===== config.mk =====
export PLATFORM = sky130hd
export DESIGN_NAME = mem_access_unit
export DESIGN_NICKNAME = d
export VERILOG_FILES = /design/src/rtl/mem_access_unit.sv
export SDC_FILE = /design/constraint.sdc
export NUM_CORES = 1
export LEC_CHECK = 0
export CAP_MARGIN = 15
export CORE_UTILIZATION = 30
export CTS_BUF_LIST = sky130_fd_sc_hd__clkbuf_16
export DETAILED_ROUTE_END_ITERATION = 10
export DONT_BUFFER_PORTS = 1
export PLACE_DENSITY = 0.52
export SYNTH_ARGS = -nofsm -noshare
export SYNTH_HDL_FRONTEND = slang
export SYNTH_SLANG_ARGS = --single-unit
export TNS_END_PERCENT = 1

===== constraint.sdc =====
create_clock -name clk -period 3.85 [get_ports clk]
set_clock_uncertainty 0.05 [all_clocks]
set_input_delay 0.5775 -clock clk [delete_from_list [all_inputs] [get_ports clk]]
set_output_delay 0.5775 -clock clk [all_outputs]
set_load 0.02 [all_outputs]

===== src/rtl/mem_access_unit.sv =====
// Data-memory access unit: turns MEM-stage load/store requests into one or two
// 32-bit req/ack bus beats and returns extended load data with a completion pulse.
module mem_access_unit #(
    parameter int AW      = 32,
    parameter int TIMEOUT = 255
) (
    input  logic          clk,
    input  logic          reset,
    input  logic          req_valid,
    output logic          req_ready,
    input  logic          memtoreg,
    input  logic [1:0]    memwrite,
    input  logic [2:0]    readtype,
    input  logic [AW-1:0] addr,
    input  logic [63:0]   wdata,
    output logic          rsp_valid,
    output logic [63:0]   rdata,
    output logic          err,
    output logic          stall,
    output logic          mem_req,
    output logic          mem_we,
    output logic [AW-3:0] mem_addr,
    output logic [3:0]    mem_be,
    output logic [31:0]   mem_wdata,
    input  logic          mem_ack,
    input  logic [31:0]   mem_rdata
);

    // The wait counter only has to reach TIMEOUT-1; the last waiting cycle aborts the beat.
    localparam int CW = (TIMEOUT < 2) ? 1 : $clog2(TIMEOUT);
    localparam logic [CW-1:0] TLIM = CW'(TIMEOUT - 1);

    typedef enum logic [1:0] {
        IDLE,
        BEAT0,
        BEAT1,
        RESP
    } state_t;

    state_t        state;
    logic          op_store;
    logic          op_double;
    logic          op_byte;
    logic          op_signed;
    logic [1:0]    op_lane;
    logic [31:0]   wdata_hi;
    logic [31:0]   beat0_data;
    logic [CW-1:0] timer;

    logic          req_noop;
    logic          req_store;
    logic          req_double;
    logic          req_byte;
    logic          req_signed;
    logic          req_illegal;

    // Classify the incoming request: access size, signedness and whether it can go to the bus.
    always_comb begin
        req_noop    = !memtoreg && (memwrite == 2'b00);
        req_store   = !memtoreg && (memwrite != 2'b00);
        req_double  = 1'b0;
        req_byte    = 1'b0;
        req_signed  = 1'b0;
        req_illegal = 1'b0;
        if (memtoreg && (memwrite != 2'b00)) begin
            req_illegal = 1'b1;
        end else if (memtoreg) begin
            case (readtype)
                3'b000: req_signed = 1'b1;
                3'b001: req_signed = 1'b0;
                3'b010: begin
                    req_byte   = 1'b1;
                    req_signed = 1'b1;
                end
                3'b011: req_byte = 1'b1;
                3'b100: req_double = 1'b1;
                default: req_illegal = 1'b1;
            endcase
        end else begin
            req_byte   = (memwrite == 2'b10);
            req_double = (memwrite == 2'b11);
        end
        if (req_double && (addr[2:0] != 3'b000)) begin
            req_illegal = 1'b1;
        end else if (!req_byte && (addr[1:0] != 2'b00)) begin
            req_illegal = 1'b1;
        end
    end

    function automatic logic [63:0] extend_load(input logic [31:0] word,
                                                input logic [1:0]  lane,
                                                input logic        is_byte,
                                                input logic        is_signed);
        logic [31:0] shifted;
        logic [7:0]  lane_byte;
        shifted   = word >> {lane, 3'b000};
        lane_byte = shifted[7:0];
        if (is_byte) begin
            return is_signed ? {{56{lane_byte[7]}}, lane_byte} : {56'd0, lane_byte};
        end
        return is_signed ? {{32{word[31]}}, word} : {32'd0, word};
    endfunction

    // Access sequencer; every port it drives is a register, and bus outputs only
    // change on a beat start, on ack, or when a stuck beat is abandoned.
    always_ff @(posedge clk) begin
        if (!reset) begin
            state      <= IDLE;
            req_ready  <= 1'b1;
            rsp_valid  <= 1'b0;
            rdata      <= 64'd0;
            err        <= 1'b0;
            stall      <= 1'b0;
            mem_req    <= 1'b0;
            mem_we     <= 1'b0;
            mem_addr   <= '0;
            mem_be     <= 4'd0;
            mem_wdata  <= 32'd0;
            op_store   <= 1'b0;
            op_double  <= 1'b0;
            op_byte    <= 1'b0;
            op_signed  <= 1'b0;
            op_lane    <= 2'd0;
            wdata_hi   <= 32'd0;
            beat0_data <= 32'd0;
            timer      <= '0;
        end else begin
            rsp_valid <= 1'b0;
            case (state)
                IDLE: begin
                    rdata <= 64'd0;
                    err   <= 1'b0;
                    if (req_valid && !req_noop) begin
                        op_store  <= req_store;
                        op_double <= req_double;
                        op_byte   <= req_byte;
                        op_signed <= req_signed;
                        op_lane   <= addr[1:0];
                        wdata_hi  <= wdata[63:32];
                        req_ready <= 1'b0;
                        stall     <= 1'b1;
                        if (req_illegal) begin
                            state     <= RESP;
                            rsp_valid <= 1'b1;
                            err       <= 1'b1;
                        end else begin
                            state    <= BEAT0;
                            timer    <= '0;
                            mem_req  <= 1'b1;
                            mem_we   <= req_store;
                            mem_addr <= addr[AW-1:2];
                            mem_be   <= req_byte ? (4'b0001 << addr[1:0]) : 4'b1111;
                            if (!req_store) begin
                                mem_wdata <= 32'd0;
                            end else if (req_byte) begin
                                mem_wdata <= {4{wdata[7:0]}};
                            end else begin
                                mem_wdata <= wdata[31:0];
                            end
                        end
                    end
                end

                BEAT0, BEAT1: begin
                    if (mem_ack) begin
                        timer <= '0;
                        if ((state == BEAT0) && op_double) begin
                            state      <= BEAT1;
                            beat0_data <= mem_rdata;
                            mem_addr   <= mem_addr + (AW-2)'(1);
                            mem_wdata  <= op_store ? wdata_hi : 32'd0;
                        end else begin
                            state     <= RESP;
                            mem_req   <= 1'b0;
                            mem_we    <= 1'b0;
                            rsp_valid <= 1'b1;
                            err       <= 1'b0;
                            if (op_store) begin
                                rdata <= 64'd0;
                            end else if (op_double) begin
                                rdata <= {mem_rdata, beat0_data};
                            end else begin
                                rdata <= extend_load(mem_rdata, op_lane, op_byte, op_signed);
                            end
                        end
                    end else if (timer == TLIM) begin
                        // A stuck beat abandons the whole access, including any second beat.
                        state     <= RESP;
                        mem_req   <= 1'b0;
                        mem_we    <= 1'b0;
                        rsp_valid <= 1'b1;
                        err       <= 1'b1;
                        rdata     <= 64'd0;
                    end else begin
                        timer <= timer + CW'(1);
                    end
                end

                RESP: begin
                    state     <= IDLE;
                    req_ready <= 1'b1;
                    stall     <= 1'b0;
                    rdata     <= 64'd0;
                    err       <= 1'b0;
                end

                default: begin
                    state     <= IDLE;
                    req_ready <= 1'b1;
                    stall     <= 1'b0;
                    mem_req   <= 1'b0;
                    mem_we    <= 1'b0;
                end
            endcase
        end
    end

endmodule

==> results, run 1 <==
- A synthesized cell averages slightly above 8 um2.
- In this run the critical register-to-register path is captured at mem_addr[25].
- The die width is ~190 um.
- The sum of negative setup slack is 0 ns.
- The first detailed-routing pass ran for 5 iterations.
- In the final routed layout, each cell accounts on average for about 22 um.
- Among all flip-flop cells after synthesis, the most frequent one is sky130_fd_sc_hd__dfxtp_1.
- The slew at the pin with the worst max-slew slack is roughly 1 ns.
- Along the worst hold path, the cell count comes to 1.
- STA classifies the critical path endpoint as a register.
- The delay of the slowest cell on the worst path is approximately 0.70 ns.
- The die span in y is about 190 um.
- In this run the standard cell core region covers between 30000 and 40000 um2.
- The async set-or-reset flop fraction in the synthesized netlist is 0%.
- The ratio of total power to cell area is 746 nW/um2.
- The fraction of post-synthesis cell area in the top cell type by area is a little over two fifths.
- The number of antenna diodes in the final layout is 0.
- Among all cell types in the netlist, the one instantiated most often is sky130_fd_sc_hd__nand2_1.
- The worst hold path terminates at req_ready.
- Setup violations remaining at the end of the flow were counted as 0.
- Setup repair after global routing left no endpoint under its margin.
- STA puts the critical path data arrival time at between 3 and 4 ns.
- The number of top-level design ports is ~270.
- The worst setup path is launched from a register.
- The area growth from synthesis to layout is 10.7%.
- Across every metal layer, demand over resource in global routing totals between 20% and 30%.
- The routability-driven placement congestion ratio is about 0.9.
- The final-layout fill cell count is roughly 3500.
- By area the synthesized netlist is led by sky130_fd_sc_hd__dfxtp_1 (42%), sky130_fd_sc_hd__a21oi_1 (10%), sky130_fd_sc_hd__nand2_1 (8.2%).
- For this run, design rule violations remaining after detail routing come to 0.
- Together, buffers and inverters on the worst path number 2.
- The number of antenna violations at the first check in global routing is 0.
- The signal on the critical path passes through inv_1, ha_1, o311ai_4, buf_4, a211o_1, nor3_2, o311ai_0, nor3_1.
- In this run the register-to-register setup slack is around 1.1 ns.
- The row count is 67.
- CTS placed an instance of sky130_fd_sc_hd__clkbuf_16 at the clock tree root.
- The total routed wirelength is approximately 37000 um.
- The worst setup path is of the register to register kind.
- The length in cells of the worst reg-to-reg path is 8.
- The clock latency at the later pin of the worst-skew pair is 0.54 ns.
- In this run the worst hold path is classified as primary input to register.
- Timing analysis after detailed placement gives a worst setup slack of a little over 1 ns.
- Once layout is complete, the utilization of the core stands at 33.8%.
- The wire length of the first global-routing pass is around 56000 um.
- The maximum fanout encountered on the critical timing path is 40.
- The synthesized design contains around 220 register bits.
- The clock tree from TritonCTS is done.
- The layout cell share with drive strength beyond 1 is 10.2%.
- The number of different library cells used by synthesis comes to 73.
- The starting utilization of the core area is a little under a third.
- After global routing the overflow that remains totals 0.
- The start point of the worst min-delay path is reset.
- The ratio of final minimum period to clock period is between 70% and 80%.
- Buffers inserted to repair hold after CTS numbered 0.
- The number of sinks driven by the clock tree is around 220.
- Max-cap violations in this run came to 0.
- The worst pin sits at a relative slew slack of about 33%.
- The netlist area before placement is a little over 10000 um2.
- The synthesized design contains 0 enable-type register cells.
- The pin count of the biggest net entering global routing is 89.
- The final hold violation count is 0.
- The number of gates resized after CTS was 0.
- Clock-pin slew was measured on the worst setup and hold paths at approximately 0.06 ns.
- The routed layout has around 9400 vias.
- The worst register-to-register path begins at state[1].
- Once detail routing completed, the nets flagged for antenna violations numbered 0.
- The number of setup buffers added after CTS is 0.
- Once detailed placement completed, the half-perimeter wirelength came to about 25000 um.
- The post-synthesis instance total is 1237.
- The level count of the clock H-tree is 1.
- By count the netlist is led by sky130_fd_sc_hd__nand2_1 (224), sky130_fd_sc_hd__dfxtp_1 (216), sky130_fd_sc_hd__a21oi_1 (206).
- At the worst endpoint, the required time is 4.26 ns.
- The flow ran to the end, and the final reports show no timing, DRC or antenna violations.
- The count of synthesis-stage warnings from yosys is 0.
- The number of clock buffers inserted by TritonCTS is 26.
- The final count of pins violating max slew is 0.
- The floorplan step defined a die boundary enclosing 34700 um2.
- The maximum frequency from static timing analysis is ~360 MHz.
- The cell type contributing the most total cell area after synthesis is sky130_fd_sc_hd__dfxtp_1.
- The final period demand of the worst path is ~2.8 ns.
- After synthesis, flip-flops and latches occupy ~42% of the total area.
- The maximum buffer depth of the clock tree is 3.
- The synthesized net count is 1381.
- The static power due to leakage is about 3.4 nW.
- The largest individual stage delay along the critical path comes from the cell sky130_fd_sc_hd__nor3_2.
- The worst-case IR drop observed on VDD is about 0.38 mV.
- Setup slack closes at between 1 and 1.5 ns.
- The net count of the finished layout is 1316.
- The via count of the first global-routing pass was 8567.
- The via-per-instance ratio is 5.72.
- The number of input and output port buffers inserted is 0.
- In this run, the number of DRC markers left after iteration 0 of detailed routing was about 760.
- The kind of cell with the highest combined delay along the critical path is simple AND/OR/NAND/NOR gates.
[where the power goes]
group	switching (mW)	leakage, nW	internal, mW
Clock	0.990	0.403	1.29
Sequential	0.920	1.75	2.67
Combinational	1.70	1.28	0.847
[cell type report]
type	count	area, um2	area share, %
flip-flops and latches	216	4320	38.3
well taps	448	561	4.97
clock inverters	20	131	1.16
multi-input cells	891	5370	47.6
inverters	15	61.3	0.543
repair buffers	22	190	1.68
clock buffers	26	651	5.76
[per-layer routing]
layer	share of wire [%]	global-route usage [%]
met1	43	28.2
met4	2.5	6.04
met5	0	0
met3	8.8	5.04
met2	45	30.7
[placed cells by master, fill, tap and decap left out, types with 7 or more instances in the layout]
cell type	instances
sky130_fd_sc_hd__buf_4	20
sky130_fd_sc_hd__clkbuf_16	26
sky130_fd_sc_hd__o32ai_1	9
sky130_fd_sc_hd__o31ai_1	7
sky130_fd_sc_hd__mux4_2	8
sky130_fd_sc_hd__o2bb2ai_1	8
sky130_fd_sc_hd__nand2_1	224
sky130_fd_sc_hd__and4_1	9
sky130_fd_sc_hd__a211oi_1	38
sky130_fd_sc_hd__o21ai_0	59
sky130_fd_sc_hd__dfxtp_1	216
sky130_fd_sc_hd__a311oi_1	7
sky130_fd_sc_hd__nand3_1	26
sky130_fd_sc_hd__mux2_2	24
sky130_fd_sc_hd__a31oi_1	18
sky130_fd_sc_hd__inv_1	21
sky130_fd_sc_hd__mux2i_1	10
sky130_fd_sc_hd__nand4_1	15
sky130_fd_sc_hd__a21oi_1	205
sky130_fd_sc_hd__nor2_1	40
sky130_fd_sc_hd__o221ai_1	24
sky130_fd_sc_hd__nor3_1	15
sky130_fd_sc_hd__a41oi_1	7
sky130_fd_sc_hd__a22oi_1	35
[worst max path at each step]
stage	from	end	slack, ns	depth (start not counted)
floorplan	memwrite[0]	timer[1]	1.58	7
global placement	state[1]	mem_addr[25]	1.08	8
detailed placement	state[1]	mem_addr[25]	1.03	8
CTS	state[1]	mem_addr[25]	1.01	8
global route	state[1]	mem_addr[25]	0.71	8
finish	state[1]	mem_addr[25]	1.06	8
[flip-flops by register name (all words and copies together), names as in the netlist]
register    count
timer           8
mem_be          4
state           2
mem_addr       30
wdata_hi       32
op_signed       1
mem_wdata      32
err             1
op_store        1
mem_we          1
beat0_data     32
req_ready       1
rsp_valid       1
rdata          64
mem_req         1
stall           1
op_byte         1
op_double       1
op_lane         2
[per-stage QoR]
stage | std cells | instance area [um2] | total power, mW | hold slack (ns)
global route | 1638 | 11300 | 8.89 | 0.0838
floorplan | 1237 | 10200 | 5.35 | 0.386
finish | 1638 | 11300 | 8.42 | 0.0807
CTS | 1638 | 11300 | 8.47 | 0.0542
global placement | 1592 | 10500 | 6.14 | 0.391
detailed placement | 1592 | 10500 | 6.17 | 0.397
[cells by family (layout without fill, tap and decap cells)]
family / Yosys count / count (layout) / synth area share (%)
AO/OA/AOI/OAI: 459 / 459 / 28.8
multiplexers: 42 / 42 / 5.40
adder cells (fa/ha/maj): 6 / 6 / 0.736
AND/OR/NAND/NOR: 384 / 384 / 17.3
flip-flops: 216 / 216 / 42.4
buffers and inverters: 130 / 83 / 5.39
(Power assumes the default switching activity.)
==> run 2: changes to the inputs <==
Settings changed: PLACE_DENSITY 0.52 to 0.53.
Clock period 3.85 ns to 2.4 ns, I/O delays scaled along.
==> results, run 2 (synthesis gave the netlist of run 1 again) <==
- The post-CTS setup buffer count is 0.
- Setup slack on the worst reg-to-reg path comes out at ~0.18 ns.
- The starting utilization of the core area is between 30% and 40%.
- The total routed wirelength is approximately 38000 um.
- The flow ran to the end, and the final reports show no timing, DRC or antenna violations.
- The worst register-to-register path ends at mem_wdata[0].
- In this run the power spent charging and discharging nets is roughly 5.9 mW.
- The number of input and output port buffers inserted is 0.
- Leaving out fill and tap cells, the most frequent cells in the layout are sky130_fd_sc_hd__nand2_1 (223), sky130_fd_sc_hd__dfxtp_1 (215), sky130_fd_sc_hd__a21oi_1 (205).
- The first global-routing pass estimated just under 60000 um of wire.
- The die covers roughly 35000 um2.
- The first-pass iteration count of the detailed router is 5.
- Leaving out fill and tap cells, the most frequent cell in the layout is sky130_fd_sc_hd__nand2_1.
- Counting flops per register, the top entry is rdata.
- CTS built an H-tree with a depth of 1.
- The length in cells of the worst reg-to-reg path is 8.
- The total internal power is around 8.4 mW.
- The data required time at the worst endpoint is ~2.7 ns.
- The total design power is 14.3 mW.
- The category of the worst setup path capture point is a register.
- From bottom edge to top edge, the die measures ~190 um.
- The number of antenna violations at the first check in global routing is 0.
- For this block, the initial DRC count from the detailed router was between 800 and 900.
- The number of top-level design ports is between 200 and 300.
- The final count of pins violating max slew is 0.
- Setup repair after global routing left no endpoint under its margin.
- For this run, the post-layout net count is approximately 1400.
- The part of the power in registers is about two fifths.
- The pin count of the biggest net entering global routing is 81.
- The most critical setup path has its endpoint at mem_wdata[0].
- The antenna cell count is 0.
- The placed wire-length estimate after detailed placement is between 20000 and 30000 um.
- The post-CTS clock slew at the launch and capture registers of the worst setup and hold paths is around 0.06 ns.
- The global-route total usage across every layer is 21.2%.
- The switching part of the total power is about two fifths.
- Summed over all failing endpoints, the final setup total negative slack is 0 ns.
- The static power due to leakage is ~4 nW.
- The final period demand of the worst path is between 2 and 2.5 ns.
- The maximum buffer depth of the clock tree is 3.
- The remaining routing DRC violations is 0.
- The min-delay analysis places its worst path in the category primary input to register.
- Global routing finished with a remaining overflow of 0.
- Setup violations remaining at the end of the flow were counted as 0.
- The slew at the pin with the worst max-slew slack is roughly 0.88 ns.
- The largest voltage drop on the vdd net is 0.533 mV.
- The total vias in the final route is approximately 9900.
- In the final layout, the share of cells above drive strength 1 is 13.2%.
- Along the worst path, the maximum fanout reaches 34.
- The routability-driven placement congestion ratio is between 0.8 and 0.9.
- From synthesis to final layout, the design area changed by 23.7%.
- The clock drives roughly 220 sinks.
- Fill cells in the final layout number approximately 3400.
- The via-per-instance ratio is 5.64.
- The cell at the root of the clock tree is sky130_fd_sc_hd__clkbuf_16.
- The maximum frequency from static timing analysis is ~450 MHz.
- The proportion of power drawn by combinational gates is between 30% and 40%.
- The startpoint of the lowest-slack register-to-register path is state[1].
- In this run the standard cell core region covers roughly 33000 um2.
- The register with the most flip-flops in the layout has 64 of them.
- Data arrives at the worst endpoint at ~2.5 ns.
- The via count of the first global-routing pass came to around 9400.
- The row count is between 60 and 70.
- Per report_power, the clock group accounts for about a quarter of the total.
- The number of clock buffers inserted by TritonCTS is 27.
- Final hold analysis gives a worst-case slack of 0.0186 ns.
- The headroom to the max-slew limit is slightly above 40%.
- The ratio of total power to cell area is around 1100 nW/um2.
- The die width is between 150 and 200 um.
- The critical path startpoint is state[1].
- The register cell area after layout is 4330 um2.
- The setup path with the least slack is of type register to register.
- The ratio of final minimum period to clock period is around 93%.
- The count of nets left with antenna violations once routing finished came out at 0.
- Once layout is complete, the cells apart from fillers number 1762.
- TritonCTS built the clock tree.
- The clock latency at the later pin of the worst-skew pair is between 0.5 and 0.6 ns.
- The final hold violation count was 0.
- In the final layout, the multi-input gates occupy approximately 5400 um2.
- In the final routed layout, each cell accounts on average for between 20 and 25 um.
- The number of placed cells counting well taps is 1641.
- The worst setup path is launched from a register.
- The number of maximum-capacitance constraint violations is 0.
run 2: cell types whose count changed in the layout (fill, tap and decap cells not counted), moves of 2 or more:
cell / previous run / this run
sky130_fd_sc_hd__clkinv_2: 5 / 2
sky130_fd_sc_hd__buf_4: 20 / 57
sky130_fd_sc_hd__nor2_1: 40 / 38
sky130_fd_sc_hd__nor2_2: 2 / 4
sky130_fd_sc_hd__buf_12: 2 / 13
sky130_fd_sc_hd__dlygate4sd3_1: 0 / 76
run 2: power by group through the flow:
stage	logic [mW]	registers, mW	clock network [mW]
global route	5.41	5.58	4.07
global placement	4.72	5.57	0
finish	4.98	5.50	3.83
CTS	4.91	5.51	3.91
floorplan	3.14	5.44	0
detailed placement	4.77	5.58	0
run 2: worst min path at each step:
| stage | startpoint | slack, ns | cells past startpoint | endpoint |
|---|---|---|---|---|
| after CTS | mem_rdata[2] | 0.0002 | 2 | rdata[34] |
| after floorplan | beat0_data[10] | 0.39 | 2 | beat0_data[10] |
| final | mem_rdata[22] | 0.02 | 2 | rdata[54] |
| after detailed placement | beat0_data[1] | 0.40 | 2 | beat0_data[1] |
| after global placement | beat0_data[31] | 0.39 | 2 | beat0_data[31] |
| after global routing | addr[25] | 0.008 | 2 | mem_addr[23] |
run 2: cell type report:
cell class | instances | share of cell area [%]
Clock inverter | 18 | 1.09
Timing Repair Buffer | 147 | 11.6
Tap cell | 448 | 4.44
Inverter | 15 | 0.486
Multi-Input combinational cell | 891 | 42.7
Sequential cell | 216 | 34.3
Clock buffer | 27 | 5.36
run 2: critical path: stages (launching register included):
cell and delay (ns):
sky130_fd_sc_hd__dfxtp_1 0.32, sky130_fd_sc_hd__inv_1 0.08, sky130_fd_sc_hd__ha_2 0.20, sky130_fd_sc_hd__o311ai_4 0.12, sky130_fd_sc_hd__a211oi_4 0.30, sky130_fd_sc_hd__a31oi_4 0.21
sky130_fd_sc_hd__nor2_2 0.38, sky130_fd_sc_hd__buf_12 0.26, sky130_fd_sc_hd__a211oi_1 0.10
run 2: repair_timing:
action | in CTS | in global routing
hold buffers | 76 | 0
setup endpoints to repair | 0 | 111
gates resized for setup | 0 | 9
hold endpoints to repair | 114 | 0
run 2: per-stage QoR:
step | area, um2 | setup WS (ns) | util (%)
after floorplan | 10200 | 0.131 | -
after global placement | 11000 | 0.109 | 32.9
after detailed placement | 11000 | 0.0270 | 32.9
after CTS | 12600 | 0.0202 | 37.6
after global routing | 12600 | 0.0178 | 37.7
final | 12600 | 0.180 | 37.7
run 2: layer usage:
| metal | part of all wire (%) | wire length (um) | track usage (%) |
|---|---|---|---|
| met1 | 43 | 16600 | 28.3 |
| met2 | 46 | 17700 | 33.8 |
| met3 | 8.6 | 3320 | 5.83 |
| met4 | 2.0 | 782 | 5.34 |
| met5 | 0 | 0 | 0 |
